==> src/rtl/booth_seq_mult.sv <==
// Sequential radix-4 Booth multiplier, 8x8 unsigned -> 16-bit product.
// Optional early termination on zero upper multiplier bits: BOOTH_SEQ_SKIPZERO_EN.
module booth_seq_mult (
  input  logic        clk,
  input  logic        rst,
  input  logic        in_valid,
  output logic        in_ready,
  input  logic [7:0]  a,
  input  logic [7:0]  b,
  output logic        out_valid,
  input  logic        out_ready,
  output logic [15:0] product,
  output logic        busy
);

  typedef enum logic [1:0] {
    IDLE,
    CALC,
    DONE
  } state_t;

  state_t      state;
  state_t      state_nx;
  logic [7:0]  a_q;
  logic [7:0]  b_q;
  logic [17:0] acc;
  logic [2:0]  idx;

  logic [10:0] b_ext;
  logic [2:0]  trip;
  logic [2:0]  act;
  logic [17:0] mag;
  logic [17:0] shf;
  logic [17:0] term;
  logic        last;

  // Booth recode of the current group and its signed, shifted term
  always_comb begin
    b_ext = {2'b00, b_q, 1'b0};
    trip  = 3'(b_ext >> {idx, 1'b0});
    act   = 3'b000;
    unique case (trip)
      3'b001,
      3'b010:  act = 3'b001;
      3'b011:  act = 3'b010;
      3'b100:  act = 3'b110;
      3'b101,
      3'b110:  act = 3'b101;
      default: act = 3'b000;
    endcase
    mag = '0;
    if (act[1])
      mag = {9'd0, a_q, 1'b0};
    else if (act[0])
      mag = {10'd0, a_q};
    shf  = mag << {idx, 1'b0};
    term = act[2] ? -shf : shf;
`ifdef BOOTH_SEQ_SKIPZERO_EN
    last = (idx == 3'd4) ||
           ((b_q >> {idx, 1'b1}) == 8'd0);
`else
    last = (idx == 3'd4);
`endif
  end

  // State register
  always_ff @(posedge clk or posedge rst) begin
    if (rst)
      state <= IDLE;
    else
      state <= state_nx;
  end

  // Next state and state-decoded handshake outputs
  always_comb begin
    state_nx  = state;
    in_ready  = 1'b0;
    out_valid = 1'b0;
    busy      = 1'b0;
    unique case (state)
      IDLE: begin
        in_ready = 1'b1;
        if (in_valid)
          state_nx = CALC;
      end
      CALC: begin
        busy = 1'b1;
        if (last)
          state_nx = DONE;
      end
      DONE: begin
        busy      = 1'b1;
        out_valid = 1'b1;
        if (out_ready)
          state_nx = IDLE;
      end
      default: state_nx = IDLE;
    endcase
  end

  // Operand latch and accumulate datapath
  always_ff @(posedge clk or posedge rst) begin
    if (rst) begin
      a_q <= '0;
      b_q <= '0;
      acc <= '0;
      idx <= '0;
    end else if (state == IDLE && in_valid) begin
      a_q <= a;
      b_q <= b;
      acc <= '0;
      idx <= '0;
    end else if (state == CALC) begin
      acc <= acc + term;
      idx <= idx + 3'd1;
    end
  end

  assign product = acc[15:0];

endmodule

==> config.mk <==
export PLATFORM = sky130hd
export DESIGN_NAME = booth_seq_mult
export DESIGN_NICKNAME = d
export VERILOG_FILES = /design/src/rtl/booth_seq_mult.sv
export SDC_FILE = /design/constraint.sdc
export NUM_CORES = 1
export LEC_CHECK = 0
export ABC_CLOCK_PERIOD_IN_PS = 8300
export CORE_MARGIN = 4
export CORE_UTILIZATION = 62
export CTS_BUF_LIST = sky130_fd_sc_hd__clkbuf_4 sky130_fd_sc_hd__clkbuf_8 sky130_fd_sc_hd__clkbuf_16
export CTS_CLUSTER_SIZE = 14
export DETAILED_ROUTE_END_ITERATION = 7
export MAX_ROUTING_LAYER = met4
export PLACE_DENSITY_LB_ADDON = 0.2
export SLEW_MARGIN = 10
export SYNTH_ARGS = -nofsm -noshare
export SYNTH_HDL_FRONTEND = slang
export SYNTH_SLANG_ARGS = --single-unit
==> constraint.sdc <==
create_clock -name clk -period 8.3 [get_ports clk]
set_input_delay 1.66 -clock clk [delete_from_list [all_inputs] [get_ports clk]]
set_output_delay 1.66 -clock clk [all_outputs]
set_load 0.03 [all_outputs]
=== Word level (Yosys, flattened, before mapping) ===
Cells that the tools add are included.

* Add/sub/neg operators: 3
* Eq/ne operators: 12
* Shift operators: 2
* Mux-type cells: 15
* Reduce and logical (&&, ||, !) cells: 7

{| class="wikitable"
|+ Operators with widths
! operator !! count
|-
| 18-bit two-way mux || 3
|-
| 18-bit adder || 1
|-
| 18-bit negation || 1
|-
| 18-bit by 4-bit left shift with 18-bit output || 1
|-
| 3-bit == test (second input constant) || 4
|-
| 3-bit case mux with 4 select lines || 1
|-
| 9-bit two-way mux || 1
|-
| 9-bit by 4-bit right shift with 3-bit output || 1
|-
| 8-bit two-way mux || 1
|-
| 3-bit by 2-bit == test with 1-bit output (second input constant) || 2
|-
| 2-bit two-way mux || 3
|-
| 3-bit two-way mux || 2
|-
| 2-bit inequality test (second input constant) || 3
|-
| 2-bit case mux with 3 select lines || 1
|-
| 2-bit OR reduction || 3
|-
| 3-bit by 1-bit adder with 3-bit output (second input constant) || 1
|-
| 3-bit by 1-bit == test with 1-bit output (second input constant) || 1
|-
| 1-bit two-way mux || 3
|-
| 3-bit AND reduction || 1
|-
| 2-bit by 1-bit == test with 1-bit output (second input constant) || 1
|-
| 2-bit == test (second input constant) || 1
|-
| 2-bit logical NOT || 1
|-
| 2-bit nonzero test || 1
|-
| 1-bit logical AND || 1
|}

* Flip-flop bits (word level): 39
* Bits of input ports: 20
* Output and inout bits: 19
* Logic and storage cells: 44

=== Longest topological paths before layout ===
Gate-level depths: netlist of the first run.

* Depth in word-level cells: 12
* Mapped depth: 23
* Depth with buffers taken out: 21

=== Worst setup path after synthesis of the first run ===
No wires, ideal clock.

* Kind: register to register
* Start: register idx[0]
* End: register acc[15]
* Library setup time: 0.125 ns
* Arrival time: 4.382 ns
* Required time: 8.175 ns
* Setup slack: 3.793 ns
* Cell stages (with the launch flop): 21
* Path buffers: 1
* Period minus slack after synthesis: 4.507 ns
* Cell sequence: dfrtp_1 > buf_6 > mux2_4 > a22oi_4 > nand4_1 > a21boi_1 > nor3_1 > a21o_1 > a221oi_1 > o21ai_0 > xnor2_1 > ha_1 > a21o_1 > nor4_1 > o31a_1 > o21ai_0 > nand4_1 > a41oi_1 > and4_1 > o21ai_1 > mux2i_1

* Longest elaborated chain between the ends: 12
* Elaborated cells between the ends (all ways): 18
* Classes of those cells: 2 x add/sub; 6 x eq/ne; 2 x shift; 6 x mux; 2 x reduce/logical

{| class="wikitable"
|+ Ends and longest elaborated chain
! element !! line !! source
|-
| start: declaration || 27 || <nowiki>logic [2:0] idx;</nowiki>
|-
| start signal: assignment || 115 || <nowiki>idx <= idx + 3'd1;</nowiki>
|-
| 9-bit by 4-bit right shift with 3-bit output || 40 || <nowiki>trip = 3'(b_ext >> {idx, 1'b0});</nowiki>
|-
| 3-bit == test, or another cell as far along || 42 || <nowiki>unique case (trip)</nowiki>
|-
| 2-bit OR reduction || 42 ||
|-
| 3-bit case mux with 4 select lines || 42 ||
|-
| 8-bit two-way mux || 54 || <nowiki>else if (act[0])</nowiki>
|-
| 9-bit two-way mux || 52 || <nowiki>if (act[1])</nowiki>
|-
| 18-bit by 4-bit left shift with 18-bit output || 56 || <nowiki>shf = mag << {idx, 1'b0};</nowiki>
|-
| 18-bit negation || 57 || <nowiki>term = act[2] ? -shf : shf;</nowiki>
|-
| 18-bit two-way mux (*) || 57 ||
|-
| 18-bit adder (*) || 114 || <nowiki>acc <= acc + term;</nowiki>
|-
| 18-bit two-way mux (*) || 113 || <nowiki>end else if (state == CALC) begin</nowiki>
|-
| 18-bit two-way mux (*) || 108 || <nowiki>end else if (state == IDLE && in_valid) begin</nowiki>
|-
| end signal: assignment || 114 ||
|-
| end: declaration || 26 || <nowiki>logic [17:0] acc;</nowiki>
|}

Every way passes the cells marked *; elsewhere a longest branch is shown, timed or not. The select of a mux whose other input is x is not followed.
A chain may end at the register's enable or synchronous reset.

=== Worst setup path after layout of the first run ===
* Start: register idx[1]
* End: register acc[15]

The elaborated chain is that of the path after synthesis.

==> impl_metrics.toml, run 1 <==
[outcome]
outcome = "finished clean"

[synthesis]
ys_seq_elements = 37
syn_avg_cell_area_sq_um = 7.980
syn_inst = 423
synth_edf_count = 0
synth_top_area_frac = 0.2743
synthFlopType = "dfrtp_1"
syn_nets = 468
yosys.area.top_type = "dfrtp_1"
async_flop_share = 1.000
synth_area_leaders = "dfrtp_1 (27%), ha_1 (8.9%), nand2_1 (8.8%)"
post_synth_instance_area_sq_um = 3376
synth_warnings = 0
yosysUniqueCellTypes = 67
seq_area_frac_synth = 0.2743

[routing]
ant_nets = 0
drt-initial-drc-count = 332
viasPerCell = 5.945
post-route-drc-count = 0
firstDrtPassIters = 5
vias = 3127
finalWirelength_um = 8403
avgRoutedWirePerCell_um = 15.98

[floorplan]
core_area_sq_um = 5205
start_util = 0.6486
fp.dieW_um = 81.79
die_h_um = 81.79
io_pins = 39
rows = 26
die_area_sq_um = 6690

[critical_path]
path_cells = "nor2b_1, a22o_1, nand3_1, a21boi_0, nor3_1, a21o_1, a221oi_1, o21ai_0, xnor2_1, ha_1, a21o_1, nor4_1, o31a_1, o21ai_0, nand4_1, a41oi_1, and4_1, o21ai_1, mux2i_1"
critical_path_class = "flop to flop"
cp_max_fo = 24
reg2reg_from = "idx[1]$_DFFE_PP0P_"
end_kind = "flop"
r2r-end = "acc[15]$_DFFE_PP0P_"
slowest_delay_ps = 870
critPathLaunchType = "flop"
cpMaxStageDelayCell = "dfrtp_1"
reg2reg_slack_ps = 2560
worstPathArrival_ps = 5970
r2r_cells = 19
crit_required_ps = 8520
crit_buf_inv = 0
cp_top_family = "compound AO/OA/AOI/OAI gates"

[clocking]
cts_num_sinks = 37
postCtsHoldBufs = 0
numCtsBuffers = 5
clk_pin_slew_worst_paths_ps = 80
cts_tree = "done"
cts_max_path_buffers = 2
cts_setup_buffers = 0
ctsResizeCount = 0
cts_root_buf = "clkbuf_8"
clock_latency_ps = 300
htree_levels = 2

[sta]
rsz0062_at_grt = "false"
final_hold_viol_count = 0
setup-violations-final = 0
worst_slew_margin_rel = 0.3803
setup_ws_ps = 2556
finClkSkew_ps = 9.624
tns_ps = 0
whs_ps = 484.7
min_period_ps = 5744
fmax_mhz = 174.1
finalCritPeriodShare = 0.6921
final_max_slew_viol_count = 0
worst_pin_slew_ps = 929.5

[min_path]
hp-class = "flop to flop"
hold-path-endpoint = "b_q[2]$_DFFE_PP0P_"
hold_path_depth = 2
hold_start = "b_q[2]$_DFFE_PP0P_"

[grt]
use_met2 = 0.4265
grtUsageMet3 = 0.04715
grt_first_pass_wirelength_um = 13900
first_global_vias = 2911
grt_max_degree = 38
grt.busiest_layer = "met2"
grtUsageMet1 = 0.3728
track_usage = 0.2748
grt-ovfl-total = 0
grt_antenna_before_repair = 0

[place]
preCtsSetupSlack_ps = 2713
gp_congestion = 0.9523
postPlaceCellArea_sq_um = 3786
port_buffers = 38
place_hpwl_um = 6489

[final_layout]
syn_to_final_growth_pct = 14.71
diodes = 0
drive_gt1_frac = 0.06579
final_nets = 500
fin_area_sq_um = 3872

[job]
cap_viol_max_count = 0
==> worst max path at each step <==
stage	startpoint	end	slack, ps	cells after the start
2_1_floorplan	idx[0]$_DFFE_PP0P_	acc[15]$_DFFE_PP0P_	3790	20
3_3_place_gp	idx[1]$_DFFE_PP0P_	acc[15]$_DFFE_PP0P_	2940	19
3_5_place_dp	idx[1]$_DFFE_PP0P_	acc[13]$_DFFE_PP0P_	2710	19
4_1_cts	idx[1]$_DFFE_PP0P_	acc[13]$_DFFE_PP0P_	2660	19
5_1_grt	idx[1]$_DFFE_PP0P_	acc[15]$_DFFE_PP0P_	2050	19
6_report	idx[1]$_DFFE_PP0P_	acc[15]$_DFFE_PP0P_	2560	19
==> cell usage in the layout (no fill, tap or decap), types with 3 or more instances in the layout <==
master,n
nand2b_1,4
buf_4,3
nor2b_1,10
a221oi_1,5
nor3_1,9
a21oi_1,23
ha_1,24
a31oi_1,6
mux2_2,4
a21boi_0,5
a21o_1,4
and2_1,3
o22ai_1,3
nand2_1,79
inv_1,17
xor2_1,10
xnor2_1,17
clkbuf_8,5
dfrtp_1,37
a211oi_1,3
mux2i_1,17
o21ai_0,18
or2_2,3
clkdlybuf4s50_1,38
nand3_1,5
nor2_1,52
o21a_1,3
==> cell families after synthesis <==
kind of cell | count (synthesis) | share of synthesized area
simple gates | 179 | 0.2350
mux | 23 | 0.07487
flops | 37 | 0.2743
buf+inv | 34 | 0.04374
xor+xnor | 27 | 0.07005
fa+ha+maj | 25 | 0.09489
compound gates | 98 | 0.2072
==> worst register-to-register path, cell delays in order, from the launching register on <==
cell and delay, ps:
dfrtp_1 870, nor2b_1 440, a22o_1 420, nand3_1 200
a21boi_0 390, nor3_1 110, a21o_1 210, a221oi_1 430
o21ai_0 200, xnor2_1 270, ha_1 290, a21o_1 180
nor4_1 380, o31a_1 270, o21ai_0 190, nand4_1 140
a41oi_1 120, and4_1 220, o21ai_1 160, mux2i_1 190
==> final cells by class <==
cell class,count,area (sq um)
clock buffer,6,76.32
multi-input combinational,352,2302
clock inverter,2,10.01
inverter,18,67.56
tap,70,87.58
fill,418,1333
sequential,37,925.9
timing repair buffer,41,402.9
==> routing by layer <==
metal	routed length (um)	part of all wire
met4	126	0.015
met3	492	0.059
met5	0	0
met1	3864	0.46
met2	3920	0.47
==> per-stage QoR <==
stage	std cells	utilization
after floorplan	423	-
final	526	0.7440
after detailed placement	518	0.7274
after global placement	518	0.7274
after global routing	526	0.7440
after CTS	526	0.7440
==> synth_stat cells, types with 3 or more instances <==
library cell / count
xnor2_1: 17
a21o_1: 4
nor2b_1: 10
dfrtp_1: 37
clkbuf_1: 10
o21a_1: 3
a21boi_0: 5
nand3_1: 5
ha_1: 24
nand2_1: 79
a221oi_1: 5
and2_1: 3
nor2_1: 52
nor3_1: 9
nand2b_1: 4
o21ai_0: 18
a21oi_1: 23
or2_2: 3
xor2_1: 10
a31oi_1: 6
mux2i_1: 17
inv_1: 17
a211oi_1: 3
mux2_2: 4
o22ai_1: 3
==> registers in the layout (all words and copies together) (netlist names) <==
| signal | cells |
|---|---|
| idx | 3 |
| b_q | 8 |
| a_q | 8 |
| state | 2 |
| acc | 16 |
Power of run 1 is not shown: default switching activity piles up to over one toggle a cycle in this logic, so the estimate is an artifact.
==> run 2, diff against run 1 <==
--- a/config.mk
+++ b/config.mk
@@ -5,9 +5,9 @@
 export SDC_FILE = /design/constraint.sdc
 export NUM_CORES = 1
 export LEC_CHECK = 0
-export ABC_CLOCK_PERIOD_IN_PS = 8300
+export ABC_CLOCK_PERIOD_IN_PS = 5300
 export CORE_MARGIN = 4
-export CORE_UTILIZATION = 62
+export CORE_UTILIZATION = 57
 export CTS_BUF_LIST = sky130_fd_sc_hd__clkbuf_4 sky130_fd_sc_hd__clkbuf_8 sky130_fd_sc_hd__clkbuf_16
 export CTS_CLUSTER_SIZE = 14
 export DETAILED_ROUTE_END_ITERATION = 7
==> constraint.sdc (replaced) <==
create_clock -name clk -period 5.3 [get_ports clk]
set_input_delay 1.06 -clock clk [delete_from_list [all_inputs] [get_ports clk]]
set_output_delay 1.06 -clock clk [all_outputs]
set_load 0.03 [all_outputs]
==> run 2 against run 1 <==
  * Core utilization is 3.3 points lower
  * Via count increased by 4.1%
  * Die area grew 7.9%
  * Critical path depth decreased by 1
  * Sequential share of layout area down 0.69 points
  * Critical path type unchanged
  * Highest routed layer unchanged
==> impl_metrics.toml, run 2 (synthesis gave the netlist of run 1 again) <==
[min_path]
hold_path_depth = 2
hp-class = "flop to flop"

[clocking]
postCtsHoldBufs = 0
cts_root_buf = "clkbuf_8"
cts_max_path_buffers = 2
clock_latency_ps = 290
htree_levels = 2
clk_pin_slew_worst_paths_ps = 80
cts_tree = "done"
cts_num_sinks = 37
numCtsBuffers = 5

[critical_path]
end_kind = "flop"
slowest_delay_ps = 520
cp_top_family = "compound AO/OA/AOI/OAI gates"
worstPathArrival_ps = 5070
cp.depth = 18
cp_max_fo = 8
path_cells = "mux2_2, a22oi_4, nand4_1, a21boi_0, nor2_1, mux4_2, or2_2, a21oi_1, xnor2_1, ha_1, nand2_1, o31a_1, o21ai_1, nand4_1, a41oi_1, and4_1, o21ai_1, mux2i_1"
critical_path_class = "flop to flop"
critPathLaunchType = "flop"
r2r_cells = 18
crit_required_ps = 5480
crit_buf_inv = 0
cpMaxStageDelayCell = "mux4_2"

[routing]
finalWirelength_um = 8748
firstDrtPassIters = 5
avgRoutedWirePerCell_um = 16.26
post-route-drc-count = 0
viasPerCell = 6.050
drt-initial-drc-count = 359
vias = 3255
ant_nets = 0

[sta]
worst_pin_slew_ps = 695.3
setup-violations-final = 0
finClkSkew_ps = 12.41
fmax_mhz = 204.5
min_period_ps = 4890
final_hold_viol_count = 0
final_max_slew_viol_count = 0
worst_slew_margin_rel = 0.5353
finalCritPeriodShare = 0.9227

[place]
place_hpwl_um = 6634
gp_congestion = 0.9146
postPlaceCellArea_sq_um = 3856
port_buffers = 38

[floorplan]
core_area_sq_um = 5608
fp.dieW_um = 84.96
rows = 27
io_pins = 39
die_h_um = 84.96
start_util = 0.6020
die_area_sq_um = 7217

[final_layout]
fin_area_sq_um = 3988
final_cell_mix = "nand2_1 (77), nor2_1 (50), clkdlybuf4s50_1 (38)"
drive_gt1_frac = 0.1030
final_nets = 511
layout_commonest_cell = "nand2_1"
diodes = 0
syn_to_final_growth_pct = 18.12
largest_register_ffs = 16
top_regs = "acc (16), a_q (8), b_q (8)"
post-route-util = 0.7111
regMostFlops = "acc"

[job]
cap_viol_max_count = 0

[grt]
grt_first_pass_wirelength_um = 14900
track_usage = 0.2527
use_met2 = 0.4025
grtUsageMet3 = 0.04272
grt-ovfl-total = 0
first_global_vias = 3186
grt.busiest_layer = "met2"
grt_max_degree = 38
grtUsageMet1 = 0.3418
grt_antenna_before_repair = 0

[outcome]
outcome = "finished clean"
## run 2: cell count changes in the layout (fill, tap and decap cells not counted), moves of 2 or more
| cell | change |
|---|---|
| nand2_2 | +2 |
| nor2_1 | -2 |
| o21ai_1 | +2 |
| o21ai_0 | -2 |
| nand2_1 | -2 |
| clkinv_2 | -2 |
| buf_4 | +11 |
| nor2_2 | +2 |
## run 2: timing repair
| action | CTS | global route |
|---|---|---|
| endpoints found under the setup margin | 0 | 4 |
| gates resized for setup | 0 | 11 |
| setup buffers | 0 | 2 |
| hold endpoints to repair | 0 | 0 |
## run 2: area by class of cell
type	count	area (sq um)
Clock buffer	7	90.09
Fill cell	492	1620
Inverter	18	67.56
Multi-Input combinational cell	352	2328
Sequential cell	37	925.9
Tap cell	72	90.09
Timing Repair Buffer	52	485.5
## run 2: metrics by stage
step	setup WS [ps]	std cells	hold slack, ps	setup TNS, ps
6_report	409.8	538	489.4	0
5_1_grt	-36.08	538	521.5	-36.08
4_1_cts	219.3	536	486.4	0
3_5_place_dp	255.5	529	468.6	0
3_3_place_gp	408.0	529	469.2	0
2_1_floorplan	793.1	423	440.1	0
## run 2: final timing paths
check	from	end	slack (ps)
worst min-delay path	b_q[6]$_DFFE_PP0P_	b_q[6]$_DFFE_PP0P_	490
min in group asynchronous	rst	acc[13]$_DFFE_PP0P_	1190
worst max-delay path	idx[0]$_DFFE_PP0P_	acc[15]$_DFFE_PP0P_	410
worst max register to register	idx[0]$_DFFE_PP0P_	acc[15]$_DFFE_PP0P_	410
max in group asynchronous	rst	state[0]$_DFFE_PP0P_	3770
worst min register to register	b_q[6]$_DFFE_PP0P_	b_q[6]$_DFFE_PP0P_	490
## run 2: worst register-to-register path, stage by stage (launching register included)
cell and delay (ps):
dfrtp_1 500, mux2_2 420, a22oi_4 280, nand4_1 320, a21boi_0 330, nor2_1 120, mux4_2 520, or2_2 330
a21oi_1 170, xnor2_1 120, ha_1 300, nand2_1 50, o31a_1 280, o21ai_1 270, nand4_1 130, a41oi_1 240
and4_1 220, o21ai_1 80, mux2i_1 130
## run 2: per-layer routing
metal / vias to the layer above / wire length, um
met5: - / 0
met4: 0 / 102
met3: 12 / 497
met2: 107 / 4167
met1: 1572 / 3981
li1: 1564 / -
Power of run 2 is left out for the same reason.
